==> src/rtl/rv_pkg.sv <==
// Shared definitions for the multicycle RV32I control path: opcodes, FSM states
// and the encodings of every datapath select driven by the controller.
package rv_pkg;

    localparam logic [6:0] OP_R      = 7'b0110011;
    localparam logic [6:0] OP_IMM    = 7'b0010011;
    localparam logic [6:0] OP_LOAD   = 7'b0000011;
    localparam logic [6:0] OP_STORE  = 7'b0100011;
    localparam logic [6:0] OP_BRANCH = 7'b1100011;
    localparam logic [6:0] OP_JAL    = 7'b1101111;
    localparam logic [6:0] OP_LUI    = 7'b0110111;

    typedef enum logic [3:0] {
        FETCH,
        DECODE,
        EXEC_R,
        EXEC_I,
        MEM_ADDR,
        MEM_RD,
        MEM_WR,
        WB_ALU,
        WB_MEM,
        BRANCH,
        JAL,
        TRAP
    } state_t;

    localparam logic [1:0] SRC_A_PC     = 2'b00;
    localparam logic [1:0] SRC_A_OLD_PC = 2'b01;
    localparam logic [1:0] SRC_A_RS1    = 2'b10;
    localparam logic [1:0] SRC_A_ZERO   = 2'b11;

    localparam logic [1:0] SRC_B_RS2    = 2'b00;
    localparam logic [1:0] SRC_B_IMM    = 2'b01;
    localparam logic [1:0] SRC_B_FOUR   = 2'b10;

    localparam logic [1:0] ALU_ADD      = 2'b00;
    localparam logic [1:0] ALU_SUB      = 2'b01;
    localparam logic [1:0] ALU_FUNCT    = 2'b10;

    localparam logic [1:0] RES_ALUOUT   = 2'b00;
    localparam logic [1:0] RES_MEM      = 2'b01;
    localparam logic [1:0] RES_ALU      = 2'b10;
    localparam logic [1:0] RES_PC       = 2'b11;

    localparam logic [2:0] IMM_I        = 3'd0;
    localparam logic [2:0] IMM_S        = 3'd1;
    localparam logic [2:0] IMM_B        = 3'd2;
    localparam logic [2:0] IMM_J        = 3'd3;
    localparam logic [2:0] IMM_U        = 3'd4;

endpackage

==> src/rtl/imm_sel_dec.sv <==
// Immediate-format select, decoded straight from the opcode so the immediate
// generator is ready in DECODE without waiting on the FSM.
module imm_sel_dec
    import rv_pkg::*;
(
    input  logic [6:0] opcode,
    output logic [2:0] imm_sel
);

    always_comb begin
        imm_sel = IMM_I;
        case (opcode)
            OP_LOAD, OP_IMM: imm_sel = IMM_I;
            OP_STORE:        imm_sel = IMM_S;
            OP_BRANCH:       imm_sel = IMM_B;
            OP_JAL:          imm_sel = IMM_J;
            OP_LUI:          imm_sel = IMM_U;
            default:         imm_sel = IMM_I;
        endcase
    end

endmodule

==> src/rtl/multicycle_ctrl.sv <==
// Main control FSM of the multicycle RV32I datapath: sequences the shared memory
// port, datapath selects and enables, and tracks retired count and illegal trap.
//
// state    | meaning
// ---------+-----------------------------------------------------------
// FETCH    | read instruction at PC, PC <= PC+4 on ack
// DECODE   | ALUOut <= old_pc+imm, dispatch on opcode
// EXEC_R   | rs1 op rs2
// EXEC_I   | rs1 op imm (0 + imm for LUI)
// MEM_ADDR | ALUOut <= rs1+imm
// MEM_RD   | load request at ALUOut, wait for ack
// MEM_WR   | store request at ALUOut, wait for ack, retire
// WB_ALU   | rd <= ALUOut, retire
// WB_MEM   | rd <= mem data, retire
// BRANCH   | compare, PC <= ALUOut if taken, retire
// JAL      | rd <= PC, PC <= ALUOut, retire
// TRAP     | illegal instruction, held until reset
module multicycle_ctrl
    import rv_pkg::*;
#(
    parameter int CNT_W = 32
) (
    input  logic             clk,
    input  logic             rst,
    input  logic [6:0]       opcode,
    input  logic [2:0]       funct3,
    input  logic [6:0]       funct7,
    input  logic             branch_cond,
    input  logic             mem_ack,
    output logic             mem_req,
    output logic             mem_we,
    output logic             adr_src,
    output logic             ir_write,
    output logic             pc_write,
    output logic             pc_src,
    output logic             reg_write,
    output logic [1:0]       result_src,
    output logic [1:0]       alu_src_a,
    output logic [1:0]       alu_src_b,
    output logic [1:0]       alu_op,
    output logic [2:0]       imm_sel,
    output logic             illegal,
    output logic [CNT_W-1:0] instret
);

    state_t           state;
    state_t           state_nx;
    logic             illegal_q;
    logic [CNT_W-1:0] instret_q;
    logic             retire;

    // funct fields are decoded by the ALU control, not here
    logic unused_funct;
    assign unused_funct = ^{funct3, funct7};

    imm_sel_dec u_imm_sel_dec (
        .opcode  (opcode),
        .imm_sel (imm_sel)
    );

    always_ff @(posedge clk) begin
        if (rst) begin
            state <= FETCH;
        end else begin
            state <= state_nx;
        end
    end

    always_comb begin
        state_nx = state;
        case (state)
            FETCH:    if (mem_ack) state_nx = DECODE;
            DECODE: begin
                case (opcode)
                    OP_R:              state_nx = EXEC_R;
                    OP_IMM, OP_LUI:    state_nx = EXEC_I;
                    OP_LOAD, OP_STORE: state_nx = MEM_ADDR;
                    OP_BRANCH:         state_nx = BRANCH;
                    OP_JAL:            state_nx = JAL;
                    default:           state_nx = TRAP;
                endcase
            end
            EXEC_R:   state_nx = WB_ALU;
            EXEC_I:   state_nx = WB_ALU;
            MEM_ADDR: state_nx = (opcode == OP_LOAD) ? MEM_RD : MEM_WR;
            MEM_RD:   if (mem_ack) state_nx = WB_MEM;
            MEM_WR:   if (mem_ack) state_nx = FETCH;
            WB_ALU:   state_nx = FETCH;
            WB_MEM:   state_nx = FETCH;
            BRANCH:   state_nx = FETCH;
            JAL:      state_nx = FETCH;
            TRAP:     state_nx = TRAP;
            default:  state_nx = FETCH;
        endcase
    end

    always_comb begin
        mem_req    = 1'b0;
        mem_we     = 1'b0;
        adr_src    = 1'b0;
        ir_write   = 1'b0;
        pc_write   = 1'b0;
        pc_src     = 1'b0;
        reg_write  = 1'b0;
        result_src = RES_ALUOUT;
        alu_src_a  = SRC_A_PC;
        alu_src_b  = SRC_B_RS2;
        alu_op     = ALU_ADD;
        // reset masks the current state so a pending request drops immediately
        if (!rst) begin
            case (state)
                FETCH: begin
                    mem_req   = 1'b1;
                    alu_src_b = SRC_B_FOUR;
                    ir_write  = mem_ack;
                    pc_write  = mem_ack;
                end
                DECODE: begin
                    alu_src_a = SRC_A_OLD_PC;
                    alu_src_b = SRC_B_IMM;
                end
                EXEC_R: begin
                    alu_src_a = SRC_A_RS1;
                    alu_op    = ALU_FUNCT;
                end
                EXEC_I: begin
                    alu_src_a = (opcode == OP_LUI) ? SRC_A_ZERO : SRC_A_RS1;
                    alu_src_b = SRC_B_IMM;
                    alu_op    = (opcode == OP_LUI) ? ALU_ADD : ALU_FUNCT;
                end
                MEM_ADDR: begin
                    alu_src_a = SRC_A_RS1;
                    alu_src_b = SRC_B_IMM;
                end
                MEM_RD: begin
                    mem_req = 1'b1;
                    adr_src = 1'b1;
                end
                MEM_WR: begin
                    mem_req = 1'b1;
                    mem_we  = 1'b1;
                    adr_src = 1'b1;
                end
                WB_ALU: begin
                    reg_write  = 1'b1;
                    result_src = RES_ALUOUT;
                end
                WB_MEM: begin
                    reg_write  = 1'b1;
                    result_src = RES_MEM;
                end
                BRANCH: begin
                    alu_src_a = SRC_A_RS1;
                    alu_op    = ALU_SUB;
                    pc_src    = 1'b1;
                    pc_write  = branch_cond;
                end
                JAL: begin
                    reg_write  = 1'b1;
                    result_src = RES_PC;
                    pc_write   = 1'b1;
                    pc_src     = 1'b1;
                end
                default: ;
            endcase
        end
    end

    assign retire = (state_nx == FETCH) && (state != FETCH);

    always_ff @(posedge clk) begin
        if (rst) begin
            illegal_q <= 1'b0;
            instret_q <= '0;
        end else begin
            if (state_nx == TRAP) illegal_q <= 1'b1;
            if (retire) instret_q <= instret_q + CNT_W'(1);
        end
    end

    assign illegal = illegal_q;
    assign instret = instret_q;

endmodule

==> config.mk <==
export PLATFORM = sky130hd
export DESIGN_NAME = multicycle_ctrl
export DESIGN_NICKNAME = d
export VERILOG_FILES = /design/src/rtl/rv_pkg.sv /design/src/rtl/imm_sel_dec.sv /design/src/rtl/multicycle_ctrl.sv
export SDC_FILE = /design/constraint.sdc
export NUM_CORES = 1
export LEC_CHECK = 0
export ABC_AREA = 0
export BUFFER_PORTS_ARGS = -buffer_cell sky130_fd_sc_hd__buf_2
export CELL_PAD_IN_SITES_DETAIL_PLACEMENT = 0
export CELL_PAD_IN_SITES_GLOBAL_PLACEMENT = 1
export CORE_ASPECT_RATIO = 1.2
export CORE_MARGIN = 5
export CORE_UTILIZATION = 39
export DETAILED_ROUTE_END_ITERATION = 12
export HOLD_SLACK_MARGIN = 0.08
export PLACE_DENSITY_LB_ADDON = 0.25
export SETUP_SLACK_MARGIN = 0.4
export SYNTH_ARGS = -nofsm -noshare
export SYNTH_HDL_FRONTEND = slang
export SYNTH_SLANG_ARGS = --single-unit
==> constraint.sdc <==
create_clock -name clk -period 7.19 [get_ports clk]
set_input_delay 0 -clock clk [delete_from_list [all_inputs] [get_ports clk]]
set_output_delay 0 -clock clk [all_outputs]
set_load 0.02 [all_outputs]
==> impl_metrics.toml <==
[timing]
setup_viol_count_final = 0
maxSlewViolCount = 0
fmax_mhz = 315
grt_setup_unrepaired = "false"
finClkSkew_ns = 0.00673
final-hold-violation-count = 0
maxSlewHeadroom_pct = 35.5
tns_ns = 0
tightest_slew_ns = 0.967
hold_slack_ns = 0.247
period_share_pct = 44.2
period_needed_ns = 3.18

[setup_path]
r2r_start = "state[0]$_SDFF_PP0_"
crit_chain = "xnor2_1, nor3_1, a32oi_1, nand4_1, nor4_1, mux2_1"
cp.required_ns = 7.37
r2r_cells = 6
cp_slowest_cell = "dfxtp_1"
startpoint = "state[0]$_SDFF_PP0_"
slowest_delay_ns = 0.79
crit_fanout = 22
start_kind = "flop"
crit_path_end_kind = "flop"
worstSetupPathType = "flop to flop"
arrival_ns = 3.36

[floorplan]
start_util_pct = 39.5
die-area_sq_mm = 0.00767
num_rows = 31
coreArea_sq_mm = 0.00593
die_w_um = 80.8
dieHeight_um = 94.9
io_pins = 72

[run_status]
status = "finished clean"

[cells_and_area]
diodes = 0
n_fill_cell = 624
fin_util_pct = 46.7
layout_commonest_cell = "buf_2"
final_cell_mix = "61 x buf_2, 37 x dfxtp_1, 31 x a21oi_1"
final_cells = 436
area_growth_pct = 18.1
layout.nets = 375
drive_above_1_share_pct = 21.8

[power]
ir_worst_vdd_v = 0.000165
p_seq_share_pct = 34.0
p_int_mw = 0.418
swShare_pct = 44.2
pwr-share-clk_pct = 25.4
cellPowerDensity_mw_per_mm2 = 271
comb_power_share_pct = 40.7
p_leak_nw = 1.03
p_sw_mw = 0.332

[place]
dp_cells = 428
place.gp.congestion = 0.806
dp.final_hpwl_mm = 4.42
port_buffers = 61

[yosys]
ys_warn_count = 0
synth-edff-count = 0
synth_cell_types = 51
syn-cell-area_sq_mm = 0.00234
yosys.area.top_type = "dfxtp_1"
synth_seq_area_share_pct = 31.6
synth_cells = 306
syn_avg_cell_area_sq_um = 7.66
synth_flop_cell = "dfxtp_1"
netlist.area_leader.share_pct = 31.6
synthArstFlopShare_pct = 0
synth_nets = 328
synthTopCellsByArea = "dfxtp_1 32%, or4_1 7.4%, o31ai_1 7.0%"
synth_seq_cells = 37

[clock_network]
clk_pin_slew_ns = 0.08
ctsHtreeMaxLevel = 2
tritoncts = "done"
cts_hold_buf = 0
cts_made_buffers = 5
cts_buffer_depth = 2
cts_setup_buffers = 0
cts_root_buffer = "clkbuf_8"
clk_latency_ns = 0.29
cts_resized = 0
clock_sinks = 37

[global_routing]
grt_max_degree = 56
antenna_found_initial = 0
grt_pass1_wl_mm = 10.1
grt_pass1_vias = 2211
grt.overflow.total = 0
grt_usage_pct = 16.4

[routing]
ant_nets = 0
wire_per_inst_um = 14.3
avgViaCountPerCell = 5.70
drtIter0Drc = 116
first_pass_iters = 4
via_count = 2487
drc = 0
routed_wl_mm = 6.25

[worst_hold_path]
hold-path-cell-count = 5
hold_class = "input port to flop"
hp-start = "mem_ack"

[flow_run]
maxCapViolations = 0
-- final cells by class --
| class | count | area [sq um] | area share (%) |
|---|---|---|---|
| Clock buffer | 6 | 82.6 | 2.98 |
| Clock inverter | 2 | 37.5 | 1.36 |
| Inverter | 8 | 30.0 | 1.08 |
| Sequential cell | 37 | 741 | 26.8 |
| Multi-Input combinational cell | 239 | 1460 | 52.8 |
| Tap cell | 82 | 103 | 3.71 |
| Timing Repair Buffer | 62 | 313 | 11.3 |
-- cell families (layout without fill, tap and decap cells) --
group,after synthesis,in the layout,synth area share (%)
AND/OR/NAND/NOR,155,155,37.1
adder cells (fa/ha/maj),1,1,0.534
XOR/XNOR,3,3,1.12
AO/OA/AOI/OAI,72,72,19.8
flip-flops,37,37,31.6
buffers and inverters,30,78,6.03
multiplexers,8,8,3.79
-- critical path, delay by kind of cell (launching register included) --
kind            cells  cell delay (ns)
compound gates      1             0.64
simple gates        3             1.10
xor+xnor            1             0.19
flops               1             0.79
mux                 1             0.35
-- state kept, by name, summed over array words and instances (netlist names) --
| name | count |
|---|---|
| illegal | 1 |
| instret | 32 |
| state | 4 |
-- power groups by stage --
stage | registers (mW) | logic, mW | clock network [mW]
after floorplan | 0.231 | 0.281 | 0
after global placement | 0.260 | 0.304 | 0
after detailed placement | 0.259 | 0.305 | 0
after CTS | 0.254 | 0.306 | 0.197
after global routing | 0.260 | 0.340 | 0.204
final | 0.255 | 0.305 | 0.190
-- worst paths after layout --
check	to	slack, ns
max	instret[22]$_SDFFE_PP0P_	4.01
min	state[2]$_SDFF_PP0_	0.25
max reg2reg	instret[22]$_SDFFE_PP0P_	4.01
min reg2reg	instret[31]$_SDFFE_PP0P_	0.49
-- through the flow --
stage / instance area (sq um) / total power [mW] / setup slack, ns
floorplan: 2340 / 0.513 / 4.78
global placement: 2650 / 0.564 / 4.08
detailed placement: 2650 / 0.565 / 4.05
CTS: 2770 / 0.758 / 4.03
global route: 2770 / 0.804 / 3.70
finish: 2770 / 0.750 / 4.01
-- synthesized netlist by cell type (2+ instances only) --
| master | instances |
|---|---|
| nor2b_1 | 9 |
| nand2_1 | 26 |
| buf_6 | 3 |
| nand3_1 | 14 |
| nand4_1 | 11 |
| mux2_1 | 6 |
| nand2b_1 | 6 |
| xnor2_1 | 3 |
| clkbuf_1 | 14 |
| nor3_1 | 9 |
| nor4_1 | 9 |
| a21oi_1 | 31 |
| or3_1 | 3 |
| nor2_1 | 26 |
| and3_1 | 3 |
| and4_1 | 2 |
| or2_2 | 4 |
| nor3b_1 | 2 |
| and2_1 | 2 |
| or4_1 | 23 |
| inv_1 | 8 |
| dfxtp_1 | 37 |
| o21ai_0 | 4 |
| buf_2 | 2 |
| buf_1 | 2 |
| o31ai_1 | 22 |
-- layer usage --
| layer | GRT usage, % | vias up | wire length, um |
|---|---|---|---|
| met1 | 19.0 | 1165 | 2630 |
| met5 | 0 | - | 0 |
| met2 | 29.9 | 63 | 3280 |
| met3 | 2.96 | 9 | 235 |
| li1 | - | 1250 | - |
| met4 | 5.77 | 0 | 114 |
No activity file was read; power rests on OpenSTA's default activity.
